### config.mk
export PLATFORM = sky130hd
export DESIGN_NAME = alu_arbiter
export DESIGN_NICKNAME = d
export VERILOG_FILES = /design/src/rtl/alu_pkg.sv /design/src/rtl/alu.sv /design/src/rtl/alu_arbiter.sv
export SDC_FILE = /design/constraint.sdc
export NUM_CORES = 1
export LEC_CHECK = 0
export BUFFER_PORTS_ARGS = -buffer_cell sky130_fd_sc_hd__buf_2
export CAP_MARGIN = 20
export CORE_ASPECT_RATIO = 2
export CORE_MARGIN = 8
export CORE_UTILIZATION = 38
export DETAILED_ROUTE_END_ITERATION = 7
export PLACE_DENSITY = 0.64
export SLEW_MARGIN = 10
export SYNTH_ARGS = -nofsm -noshare
export SYNTH_HDL_FRONTEND = slang
export SYNTH_HIERARCHICAL = 1
export SYNTH_SLANG_ARGS = --single-unit
### constraint.sdc
create_clock -name clk -period 4.7 [get_ports clk]
set_input_delay 0.94 -clock clk [delete_from_list [all_inputs] [get_ports clk]]
set_output_delay 0.94 -clock clk [all_outputs]
set_load 0.02 [all_outputs]
### src/rtl/alu_pkg.sv
// Shared ALU definitions: data width, opcode encodings and an opcode-legality helper.
package alu_pkg;

    localparam int DATA_W = 32;
    localparam int OP_W   = 4;

    localparam logic [OP_W-1:0] ALU_AND = 4'b0000;
    localparam logic [OP_W-1:0] ALU_OR  = 4'b0001;
    localparam logic [OP_W-1:0] ALU_ADD = 4'b0010;
    localparam logic [OP_W-1:0] ALU_SUB = 4'b0110;
    localparam logic [OP_W-1:0] ALU_SLT = 4'b0111;
    localparam logic [OP_W-1:0] ALU_NOR = 4'b1100;

    function automatic logic op_legal(input logic [OP_W-1:0] op);
        case (op)
            ALU_AND, ALU_OR, ALU_ADD, ALU_SUB, ALU_SLT, ALU_NOR: op_legal = 1'b1;
            default:                                            op_legal = 1'b0;
        endcase
    endfunction

endpackage

### src/rtl/alu.sv
// Combinational ALU: AND, OR, ADD, SUB, signed SLT, NOR. Unknown opcodes yield zero.
module alu
    import alu_pkg::*;
(
    input  logic [OP_W-1:0]   op,
    input  logic [DATA_W-1:0] a,
    input  logic [DATA_W-1:0] b,
    output logic [DATA_W-1:0] y
);

    logic signed [DATA_W-1:0] sa;
    logic signed [DATA_W-1:0] sb;

    assign sa = a;
    assign sb = b;

    always_comb begin
        y = '0;
        case (op)
            ALU_AND: y = a & b;
            ALU_OR:  y = a | b;
            ALU_ADD: y = a + b;
            ALU_SUB: y = a - b;
            ALU_SLT: y = {{(DATA_W-1){1'b0}}, (sa < sb)};
            ALU_NOR: y = ~(a | b);
            default: y = '0;
        endcase
    end

endmodule

### src/rtl/alu_arbiter.sv
// Two-requester arbiter sharing one ALU with a single registered result slot.
// Define ALU_ARB_RR_EN for round-robin priority; otherwise requester 0 always wins.
module alu_arbiter
    import alu_pkg::*;
#(
    parameter logic [DATA_W-1:0] ILLEGAL_VAL = 32'h0000_0000
)(
    input  logic              clk,
    input  logic              rst,
    input  logic              req0,
    input  logic              req1,
    input  logic [OP_W-1:0]   op0,
    input  logic [OP_W-1:0]   op1,
    input  logic [DATA_W-1:0] a0,
    input  logic [DATA_W-1:0] b0,
    input  logic [DATA_W-1:0] a1,
    input  logic [DATA_W-1:0] b1,
    output logic              gnt0,
    output logic              gnt1,
    output logic              res_valid,
    input  logic              res_ready,
    output logic              res_id,
    output logic [DATA_W-1:0] result,
    output logic              zero,
    output logic              illegal
);

    logic              prio;
    logic              slot_free;
    logic              arb_en;
    logic [OP_W-1:0]   op_p0;
    logic [DATA_W-1:0] a_p0;
    logic [DATA_W-1:0] b_p0;
    logic [DATA_W-1:0] alu_y_p0;
    logic              legal_p0;
    logic [DATA_W-1:0] res_nxt_p0;

    logic              vld_p1;
    logic              id_p1;
    logic [DATA_W-1:0] result_p1;
    logic              zero_p1;
    logic              illegal_p1;

    assign slot_free = !vld_p1 || res_ready;
    assign arb_en    = !rst && slot_free;

    assign gnt0 = arb_en && req0 && (!req1 || !prio);
    assign gnt1 = arb_en && req1 && (!req0 ||  prio);

    // Stage p0: operand select and compute for the granted requester
    assign op_p0 = gnt1 ? op1 : op0;
    assign a_p0  = gnt1 ? a1  : a0;
    assign b_p0  = gnt1 ? b1  : b0;

    alu u_alu (
        .op (op_p0),
        .a  (a_p0),
        .b  (b_p0),
        .y  (alu_y_p0)
    );

    assign legal_p0   = op_legal(op_p0);
    assign res_nxt_p0 = legal_p0 ? alu_y_p0 : ILLEGAL_VAL;

    // Stage p1: result slot, loaded on grant and drained on handshake
    always_ff @(posedge clk) begin
        if (rst) begin
            vld_p1     <= 1'b0;
            id_p1      <= 1'b0;
            result_p1  <= '0;
            zero_p1    <= 1'b0;
            illegal_p1 <= 1'b0;
            prio       <= 1'b0;
        end else if (gnt0 || gnt1) begin
            vld_p1     <= 1'b1;
            id_p1      <= gnt1;
            result_p1  <= res_nxt_p0;
            zero_p1    <= (res_nxt_p0 == '0);
            illegal_p1 <= !legal_p0;
`ifdef ALU_ARB_RR_EN
            prio       <= gnt0;
`else
            prio       <= 1'b0;
`endif
        end else if (res_ready) begin
            vld_p1     <= 1'b0;
        end
    end

    assign res_valid = vld_p1;
    assign res_id    = id_p1;
    assign result    = result_p1;
    assign zero      = zero_p1;
    assign illegal   = illegal_p1;

endmodule

# --- Word level (Yosys, flattened, before mapping) ---
# Index checks and enable logic that the tools add are counted.
word_totals:
  regBits: 36
  elab_cells: 38
  out_inout_bits: 38
  input_bits: 141
op_classes:
  n_eq_ne: 5
  magnitude_cmp: 1
  reduce_logical: 14
  addsub: 2
  n_mux: 8
  bitwise: 3
op_table:
  columns: ["operator", "n"]
  rows:
  - ["case mux 32 bit (6 select lines)", 1]
  - ["two-way mux 32 bit", 3]
  - ["adder 32 bit", 1]
  - ["bitwise AND 32 bit", 1]
  - ["zero test 32 bit", 1]
  - ["< comparator 32 bit", 1]
  - ["inverter 32 bit", 1]
  - ["OR 32 bit", 1]
  - ["subtractor 32 bit", 1]
  - ["equality test 4 x 3 -> 1 bit, second input constant", 2]
  - ["OR reduction 6 bit", 1]
  - ["equality test 4 x 1 -> 1 bit, second input constant", 1]
  - ["equality test 4 x 2 -> 1 bit, second input constant", 1]
  - ["equality test 4 bit, second input constant", 1]
  - ["logical AND 1 bit", 4]
  - ["zero test 1 bit", 4]
  - ["zero test 4 bit", 1]
  - ["two-way mux 4 bit", 1]
  - ["two-way mux 1 bit", 3]
  - ["logical OR 1 bit", 2]
  - ["nonzero test 2 bit", 1]

# --- Longest topological paths before layout ---
# Gate-level depths: netlist of the first run.
depth:
  ltp_word: 11
  depth_mapped: 21
  ltp_nobuf: 19

# --- Cells and area by module ---
# The synthesis of the first run kept the hierarchy.
by_module_without_submodules:
  columns: ["mod", "instances", "seq_area_each_um2", "area_per_inst_um2", "cells_each"]
  rows:
  - ["alu", 1, 0.0, 4853.4, 718]
  - ["alu_arbiter", 1, 720.7, 2105.8, 186]

# --- Worst setup path before layout of the first run ---
# Ideal clock, no wire load.
synth_timing:
  path_type: "input to register"
  startpoint: "input rst"
  endpoint: "register zero_p1 (netlist: zero)"
  path_buffers: 2
  t_required_ns: 4.630
  t_arrival_ns: 4.874
  setup_time_ns: 0.070
  cell_stages: 19
  slack_ns: -0.244
  cell_sequence: "nor4b_1 > buf_2 > buf_4 > mux2_2 > ha_1 > fa_1 > or2_1 > a221oi_2 > o41a_1 > o21ai_0 > a41o_1 > or2_1 > a31oi_1 > xor2_1 > o21ai_1 > nor4_1 > nand4_1 > or2_2 > a21oi_1"
synth_between:
  elab_cells_between_ends: 26
  classes_between: "add/sub (2); order compare (1); eq/ne (5); mux (6); bitwise (3); reduce/logical (9)"
synth_rtl:
  columns: ["element", "line_no", "text"]
  rows:
  - ["start, declared", "alu_arbiter.sv:9", "input logic rst,"]
  - ["zero test 1 bit (*)", "alu_arbiter.sv:45", "assign arb_en = !rst && slot_free;"]
  - ["logical AND 1 bit (*)", "alu_arbiter.sv:45", null]
  - ["logical AND 1 bit (*) (2 in a row)", "alu_arbiter.sv:48", "assign gnt1 = arb_en && req1 && (!req0 || prio);"]
  - ["two-way mux 32 bit (*)", "alu_arbiter.sv:53", "assign b_p0 = gnt1 ? b1 : b0;"]
  - ["net b_p0[0]", "alu_arbiter.sv:33", "logic [DATA_W-1:0] b_p0;"]
  - ["subtractor 32 bit or adder 32 bit (tied branches)", "alu.sv:23, alu.sv:22", null]
  - ["case mux 32 bit (6 select lines) (*)", "alu.sv:19", "case (op)"]
  - ["net alu_y_p0[30]", "alu_arbiter.sv:34", "logic [DATA_W-1:0] alu_y_p0;"]
  - ["two-way mux 32 bit (*)", "alu_arbiter.sv:63", "assign res_nxt_p0 = legal_p0 ? alu_y_p0 : ILLEGAL_VAL;"]
  - ["zero test 32 bit (*)", "alu_arbiter.sv:78", "zero_p1 <= (res_nxt_p0 == '0);"]
  - ["end signal, assigned", "alu_arbiter.sv:78", null]
  - ["end, declared", "alu_arbiter.sv:41", "logic zero_p1;"]
# The timed path passes the listed nets; every way through them passes the cells marked *.
# A chain may end at the register's enable or synchronous reset.

# --- Final worst setup path of the first run ---
layout_timing:
  startpoint: "input req0"
  endpoint: "register zero_p1 (netlist: zero)"
layout_between:
  elab_cells_between_ends: 24
  classes_between: "add/sub (2); order compare (1); eq/ne (5); mux (6); bitwise (3); reduce/logical (7)"
layout_rtl:
  columns: ["element", "line_no", "text"]
  rows:
  - ["start, declared", "alu_arbiter.sv:10", "input logic req0,"]
  - ["zero test 1 bit (*)", "alu_arbiter.sv:48", null]
  - ["logical AND 1 bit (*)", "alu_arbiter.sv:48", null]
  - ["two-way mux 32 bit (*)", "alu_arbiter.sv:53", null]
  - ["net b_p0[0]", "alu_arbiter.sv:33", null]
  - ["subtractor 32 bit or adder 32 bit (tied branches)", "alu.sv:23, alu.sv:22", null]
  - ["case mux 32 bit (6 select lines) (*)", "alu.sv:19", null]
  - ["net alu_y_p0[30]", "alu_arbiter.sv:34", null]
  - ["two-way mux 32 bit (*)", "alu_arbiter.sv:63", null]
  - ["zero test 32 bit (*)", "alu_arbiter.sv:78", null]
# Marked as above.

==> impl_metrics.toml, run 1 <==
[cts]
cts_buffer_depth = 2
htreeDepth = 2
cts-root-buf = "clkbuf_16"
cts-buffers-inserted = 5
clock-sinks = 36
clkTransAtPathRegs_ns = 0.08
clk_latency_ns = 0.30
cts_tree = "built"

[die]
dieArea_um2 = 23160
io_pins = 179
die_x_um = 111.7
coreArea_um2 = 18130
start_util = 0.3839
num_rows = 70
die_h_um = 207.4

[synth]
synth_cells = 904
synth-seq-cells = 36
ys.flop_type = "dfxtp_1"
ys_seq_area_frac = 0.1036
synth_edf_count = 0
yosys_warnings = 6
synth_top_area_share = 0.1834
synth_nets = 1149
syn_area_per_cell_um2 = 7.698
synth_area_leader_cell = "ha_1"
synth.area.top_cells = "ha_1 18%, mux2_2 11%, dfxtp_1 10%"
synth_cell_types = 85
syn_area_um2 = 6959
async_flop_share = 0

[final_layout]
diodes = 0
fillerInstances = 1764
multi_input_area_um2 = 5997
area_growth_pct = 51.92
seq_area_um2 = 720.7
drive_gt1_frac = 0.4673
nets = 1545

[critical_path]
slowest_stage = "fa_2"
r2r_end = "zero$_SDFFE_PP0P_"
crit_type = "in2reg"
cpPeakStageDelay_ns = 0.35
cp_num_buf_inv = 4
start_kind = "input port"
setup.worst_path.end_class = "register"
worstPathCellList = "buf_8 -> nor4b_4 -> buf_12 -> buf_6 -> mux2_4 -> ha_4 -> fa_2 -> or2_4 -> a221oi_4 -> o41a_1 -> o21ai_2 -> a41o_1 -> buf_6 -> or2_1 -> a31oi_1 -> xor2_1 -> o21ai_2 -> nor4_2 -> nand4_1 -> or2_4 -> a21oi_2"
critPathArrivalTime_ns = 5.42
rr_worst_depth = 21
cp_max_fo = 8
r2r-start = "res_valid$_SDFFE_PP0P_"
r2r_slack_ns = -0.10
worstPathRequired_ns = 4.95
cp_top_family = "simple AND/OR/NAND/NOR gates"

[min_path]
hold_depth = 1
hold_end = "result[6]$_SDFFE_PP0P_"
hold_path_class = "reg2reg"
min_from = "result[6]$_SDFFE_PP0P_"

[routing]
viasPerCell = 5.613
vias = 8515
drtAntennaViolNets = 0
wl_um = 29560
drc_errors = 0
drt_iter0_drc = 355
wire_per_inst_um = 19.49
first_pass_iters = 5

[placement]
dp_hpwl_um = 23830
gp_congestion = 0.9992
pre_cts_ws_ns = -1.422
portBuffers = 178

[sta]
relSlewSlack = 0.3738
setup_viol_count_final = 1
slew_violations = 0
min_period_ns = 5.171
finalHoldViolCount = 0
final.period_utilization = 1.100
clock.fmax_ghz = 0.1934
rsz0062_at_grt = "true"
layout_setup_ws_ns = -0.4712
finClkSkew_ns = 0.01715
tightest_slew_ns = 0.9371

[grt]
grt_pass1_vias = 8984
grt_usage = 0.2436
grt_antenna_before_repair = 0
grt_pass1_wl_um = 45140
grt_overflow = 0
grt_max_degree = 35

[pwr]
powerDensity_nw_per_um2 = 209.5
p_leak_nw = 5.227
total_power_mw = 2.215
ir_drop_mv = 0.1907

[outcome]
status = "finished, violations left"
violations = "negative setup slack"

[job]
maxCapViolCount = 0
==> cells in the final DEF, fill, tap and decap left out, types with 7 or more instances in the layout <==
| master | netlist | routed |
|---|---|---|
| o21ai_0 | 55 | 48 |
| a21o_1 | 12 | 12 |
| buf_2 | 13 | 176 |
| nor2_1 | 96 | 94 |
| ha_4 | 0 | 9 |
| inv_1 | 94 | 89 |
| nand4_1 | 7 | 7 |
| a21oi_1 | 53 | 50 |
| buf_12 | 0 | 10 |
| nand2_1 | 26 | 25 |
| ha_1 | 102 | 87 |
| o21ai_1 | 13 | 12 |
| o211ai_1 | 11 | 11 |
| nor2b_1 | 9 | 8 |
| mux2_2 | 68 | 65 |
| a31oi_1 | 9 | 8 |
| nor3_1 | 19 | 15 |
| buf_4 | 13 | 251 |
| a22o_1 | 33 | 33 |
| a221oi_1 | 32 | 32 |
| nor4_1 | 15 | 9 |
| dfxtp_1 | 36 | 36 |
| o21ai_2 | 0 | 7 |
| xnor2_1 | 24 | 24 |
| nand3_1 | 11 | 10 |
==> state kept, by name, summed over array words and instances (netlist names) <==
| name | flops |
|---|---|
| illegal | 1 |
| res_id | 1 |
| res_valid | 1 |
| result | 32 |
| zero | 1 |
==> stage by stage <==
stage                     utilization  area (um2)  instances  TNS, ns  hold WS, ns
after floorplan                     -        7015        904        0       0.5605
after global placement         0.5458        9894       1495   -6.755       0.4533
after detailed placement       0.5458        9894       1495   -7.291       0.4559
after CTS                      0.5605       10160       1504  -0.5842       0.4732
after global routing           0.5832       10570       1517   -1.551       0.4842
final                          0.5832       10570       1517  -0.4712       0.4696
==> per-layer routing <==
metal / track usage / vias up / wire length (um)
li1: - / 4084 / -
met2: 0.5067 / 277 / 17030
met5: 0 / - / 0
met4: 0.1463 / 0 / 1672
met1: 0.2071 / 4054 / 9722
met3: 0.03176 / 100 / 1131
==> logic make-up after synthesis <==
| logic type | after synthesis | synth area share |
|---|---|---|
| AOI/OAI and AO/OA | 291 | 0.3001 |
| and+or+nand+nor | 223 | 0.1620 |
| buffers and inverters | 149 | 0.09295 |
| adders and majority gates | 104 | 0.1891 |
| muxes | 71 | 0.1145 |
| DFF | 36 | 0.1036 |
| xor gates and xnor gates | 30 | 0.03776 |
==> synthesized netlist by cell type, drive strengths merged, types with 4 or more instances <==
cell and n:
a211oi 9, a21o 13, a21oi 57, a221oi 34, a22o 33, a311oi 4
a31oi 9, buf 29, clkbuf 26, dfxtp 36, ha 102, inv 94
mux2 69, nand2 27, nand2b 4, nand3 12, nand4 7, nor2 96
nor2b 10, nor3 20, nor4 16, nor4b 4, o211ai 13, o21a 4
o21ai 68, o21bai 6, o31ai 8, or2 7, or3 6, xnor2 24
xor2 6
==> worst max path at each step <==
stage / slack (ns) / cells past startpoint / endpoint / from
2_1_floorplan: 0.01 / 19 / zero$_SDFFE_PP0P_ / rst
3_3_place_gp: -1.37 / 21 / zero$_SDFFE_PP0P_ / rst
5_1_grt: -0.69 / 21 / zero$_SDFFE_PP0P_ / req0
4_1_cts: -0.48 / 22 / zero$_SDFFE_PP0P_ / rst
3_5_place_dp: -1.42 / 21 / zero$_SDFFE_PP0P_ / rst
6_report: -0.47 / 21 / zero$_SDFFE_PP0P_ / req0
==> timing repair <==
action / in CTS / in global routing
pin swaps: 4 / 39
setup endpoints to repair: 9 / 13
gates cloned: 0 / 1
gates resized for setup: 20 / 70
buffers inserted: 1 / 12
hold buffers: 0 / 0
==> cell type report <==
cell class | count | area share
Clock buffer | 6 | 0.01219
Tap cell | 216 | 0.02556
Timing Repair Buffer | 444 | 0.2899
Inverter | 94 | 0.03361
Multi-Input combinational cell | 719 | 0.5672
Sequential cell | 36 | 0.06817
Clock inverter | 2 | 0.003314
==> power breakdown <==
| part | total [mW] | internal [mW] | switching, mW |
|---|---|---|---|
| Clock | 0.419 | 0.251 | 0.168 |
| Combinational | 1.47 | 0.721 | 0.750 |
| Sequential | 0.324 | 0.317 | 0.00703 |
| Total | 2.22 | 1.29 | 0.926 |
Power figures use the tool's default switching activity.
==> run 2: changes to the inputs <==
--- a/config.mk
+++ b/config.mk
@@ -5,13 +5,14 @@
 export SDC_FILE = /design/constraint.sdc
 export NUM_CORES = 1
 export LEC_CHECK = 0
+export ABC_AREA = 1
 export BUFFER_PORTS_ARGS = -buffer_cell sky130_fd_sc_hd__buf_2
 export CAP_MARGIN = 20
 export CORE_ASPECT_RATIO = 2
 export CORE_MARGIN = 8
 export CORE_UTILIZATION = 38
 export DETAILED_ROUTE_END_ITERATION = 7
-export PLACE_DENSITY = 0.64
+export PLACE_DENSITY = 0.62
 export SLEW_MARGIN = 10
 export SYNTH_ARGS = -nofsm -noshare
 export SYNTH_HDL_FRONTEND = slang
==> impl_metrics.toml, run 2 <==
[placement]
gp_congestion = 1.013
portBuffers = 178
dp_hpwl_um = 34700
dpl-instance-area_um2 = 10430

[routing]
drc_errors = 0
wl_um = 39790
drt_iter0_drc = 699
vias = 11210
first_pass_iters = 7
wire_per_inst_um = 18.14
drtAntennaViolNets = 0
viasPerCell = 5.109

[critical_path]
cp_top_family = "simple AND/OR/NAND/NOR gates"
slowest_stage = "ha_1"
crit_type = "in2reg"
start_kind = "input port"
cp_num_buf_inv = 6
cpPeakStageDelay_ns = 0.46
critPathArrivalTime_ns = 4.53
r2r-start = "res_valid$_SDFFE_PP0P_"
setup.worst_path.end_class = "register"
crit_top_cell = "nand2_1"
rr_worst_depth = 24
critical_path.endpoint = "zero$_SDFFE_PP0P_"
r2r_slack_ns = 0.90
crit_start = "req0"
worstPathRequired_ns = 4.92
critical_path_depth = 25
r2r_end = "zero$_SDFFE_PP0P_"
cp_max_fo = 36

[cts]
clk_latency_ns = 0.27
clock-sinks = 36
cts_tree = "built"
cts-root-buf = "clkbuf_16"
cts_hold_buf = 0
htreeDepth = 2
cts_resized = 0
clkTransAtPathRegs_ns = 0.06
cts_buffer_depth = 2
post_cts.repair.setup_buffers = 0
cts-buffers-inserted = 5

[die]
io_pins = 179
coreArea_um2 = 23130
die_x_um = 124.0
num_rows = 79
start_util = 0.3830
dieArea_um2 = 28750
die_h_um = 231.9

[synth]
synth.area.top_cells = "nand2_1 28%, ha_1 14%, inv_1 13%"
syn_area_um2 = 8858
synth_nets = 1949
synth_top_area_share = 0.2805
synth_common_cells = "662 x nand2_1, 296 x inv_1, 138 x nand3_1"
async_flop_share = 0
synth_cells = 1704
synth_cell_types = 42
yosysMostFrequentCell = "nand2_1"
ys.flop_type = "dfxtp_1"
ys_seq_area_frac = 0.08136
synth_area_leader_cell = "nand2_1"
syn_area_per_cell_um2 = 5.199
yosys_warnings = 6
synth-seq-cells = 36
synth_edf_count = 0

[grt]
grt_usage = 0.2718
grt_pass1_wl_um = 59750
grt_antenna_before_repair = 0
grt_pass1_vias = 10990
grt_overflow = 0
grt_max_degree = 42

[sta]
relSlewSlack = 0.4903
hold_slack_ns = 0.4683
min_period_ns = 4.312
finalHoldViolCount = 0
rsz0062_at_grt = "false"
setup_viol_count_final = 0
finClkSkew_ns = 0.005001
clock.fmax_ghz = 0.2319
final.period_utilization = 0.9174
slew_violations = 0
tns_ns = 0
tightest_slew_ns = 0.7645

[pwr]
ir_drop_mv = 0.2760
total_power_mw = 2.183
p_leak_nw = 6.505
powerDensity_nw_per_um2 = 206.4

[final_layout]
area_growth_pct = 19.38
diodes = 0
mostFrequentLayoutCell = "nand2_1"
drive_gt1_frac = 0.1607
nets = 2154
largest_register_ffs = 32
mostFrequentLayoutCells = "662 x nand2_1, 296 x inv_1, 178 x buf_2, 138 x nand3_1, 129 x nor2_1"
stdcell_area_um2 = 10580
final_core_util = 0.4572

[min_path]
hold_path_class = "reg2reg"

[outcome]
status = "complete, no violations"

[job]
maxCapViolCount = 0
## run 2: final cells by class
| class | count | area [um2] |
|---|---|---|
| clock buffers | 7 | 142.6 |
| clock inverters | 1 | 7.507 |
| fillers | 2722 | 12550 |
| inverters | 300 | 1126 |
| multi-input cells | 1303 | 6670 |
| flip-flops and latches | 36 | 720.7 |
| well taps | 283 | 354.1 |
| repair buffers | 263 | 1554 |
## run 2: logic make-up after synthesis
logic type,count (synthesis),synth area share
and+or+nand+nor,997,0.4648
buffers and inverters,365,0.1657
AOI/OAI and AO/OA,197,0.1346
adders and majority gates,104,0.1486
DFF,36,0.08136
xor gates and xnor gates,5,0.004943
## run 2: worst min path at each step
| stage | startpoint | endpoint | slack, ns | cells after the start |
|---|---|---|---|---|
| floorplan | illegal$_SDFFE_PP0P_ | illegal$_SDFFE_PP0P_ | 0.54 | 2 |
| global placement | res_id$_SDFFE_PP0P_ | res_id$_SDFFE_PP0P_ | 0.45 | 2 |
| detailed placement | illegal$_SDFFE_PP0P_ | illegal$_SDFFE_PP0P_ | 0.46 | 2 |
| CTS | illegal$_SDFFE_PP0P_ | illegal$_SDFFE_PP0P_ | 0.47 | 2 |
| global route | illegal$_SDFFE_PP0P_ | illegal$_SDFFE_PP0P_ | 0.47 | 2 |
| finish | illegal$_SDFFE_PP0P_ | illegal$_SDFFE_PP0P_ | 0.47 | 2 |
## run 2: power breakdown
| group | leakage (nW) | switching, mW | internal [mW] |
|---|---|---|---|
| clock network | 0.0701 | 0.123 | 0.211 |
| logic | 6.14 | 1.00 | 0.501 |
| registers | 0.296 | 0.0128 | 0.331 |
| total | 6.51 | 1.14 | 1.04 |
## run 2: metal layers
layer | global-route usage | vias to the layer above | routed length [um]
li1 | - | 5714 | -
met1 | 0.2668 | 5046 | 14080
met2 | 0.5273 | 345 | 21370
met3 | 0.01948 | 100 | 1638
met4 | 0.1620 | 0 | 2702
met5 | 0 | - | 0
## run 2: per-stage QoR
step | instances | setup WS, ns
after floorplan | 1704 | 0.5773
after global placement | 2185 | 0.1382
after detailed placement | 2185 | 0.1249
after CTS | 2193 | 0.4028
after global routing | 2193 | 0.1440
final | 2193 | 0.3881
## run 2: worst register-to-register path, stage by stage, from the launching register on
cell	delay, ns
dfxtp_1	0.31
nand2_2	0.10
nand3_4	0.10
inv_2	0.09
buf_12	0.18
nand2_1	0.09
nand2_1	0.11
inv_1	0.06
ha_1	0.46
nand2_1	0.12
buf_4	0.15
nor2_1	0.10
nand3_1	0.12
nand2_1	0.16
buf_4	0.16
nand2_1	0.06
nand2_1	0.17
nand2_1	0.07
nand3_1	0.07
nand3_1	0.23
o41ai_1	0.43
nand2_1	0.11
nor2_1	0.11
nand2_1	0.07
a21oi_2	0.10
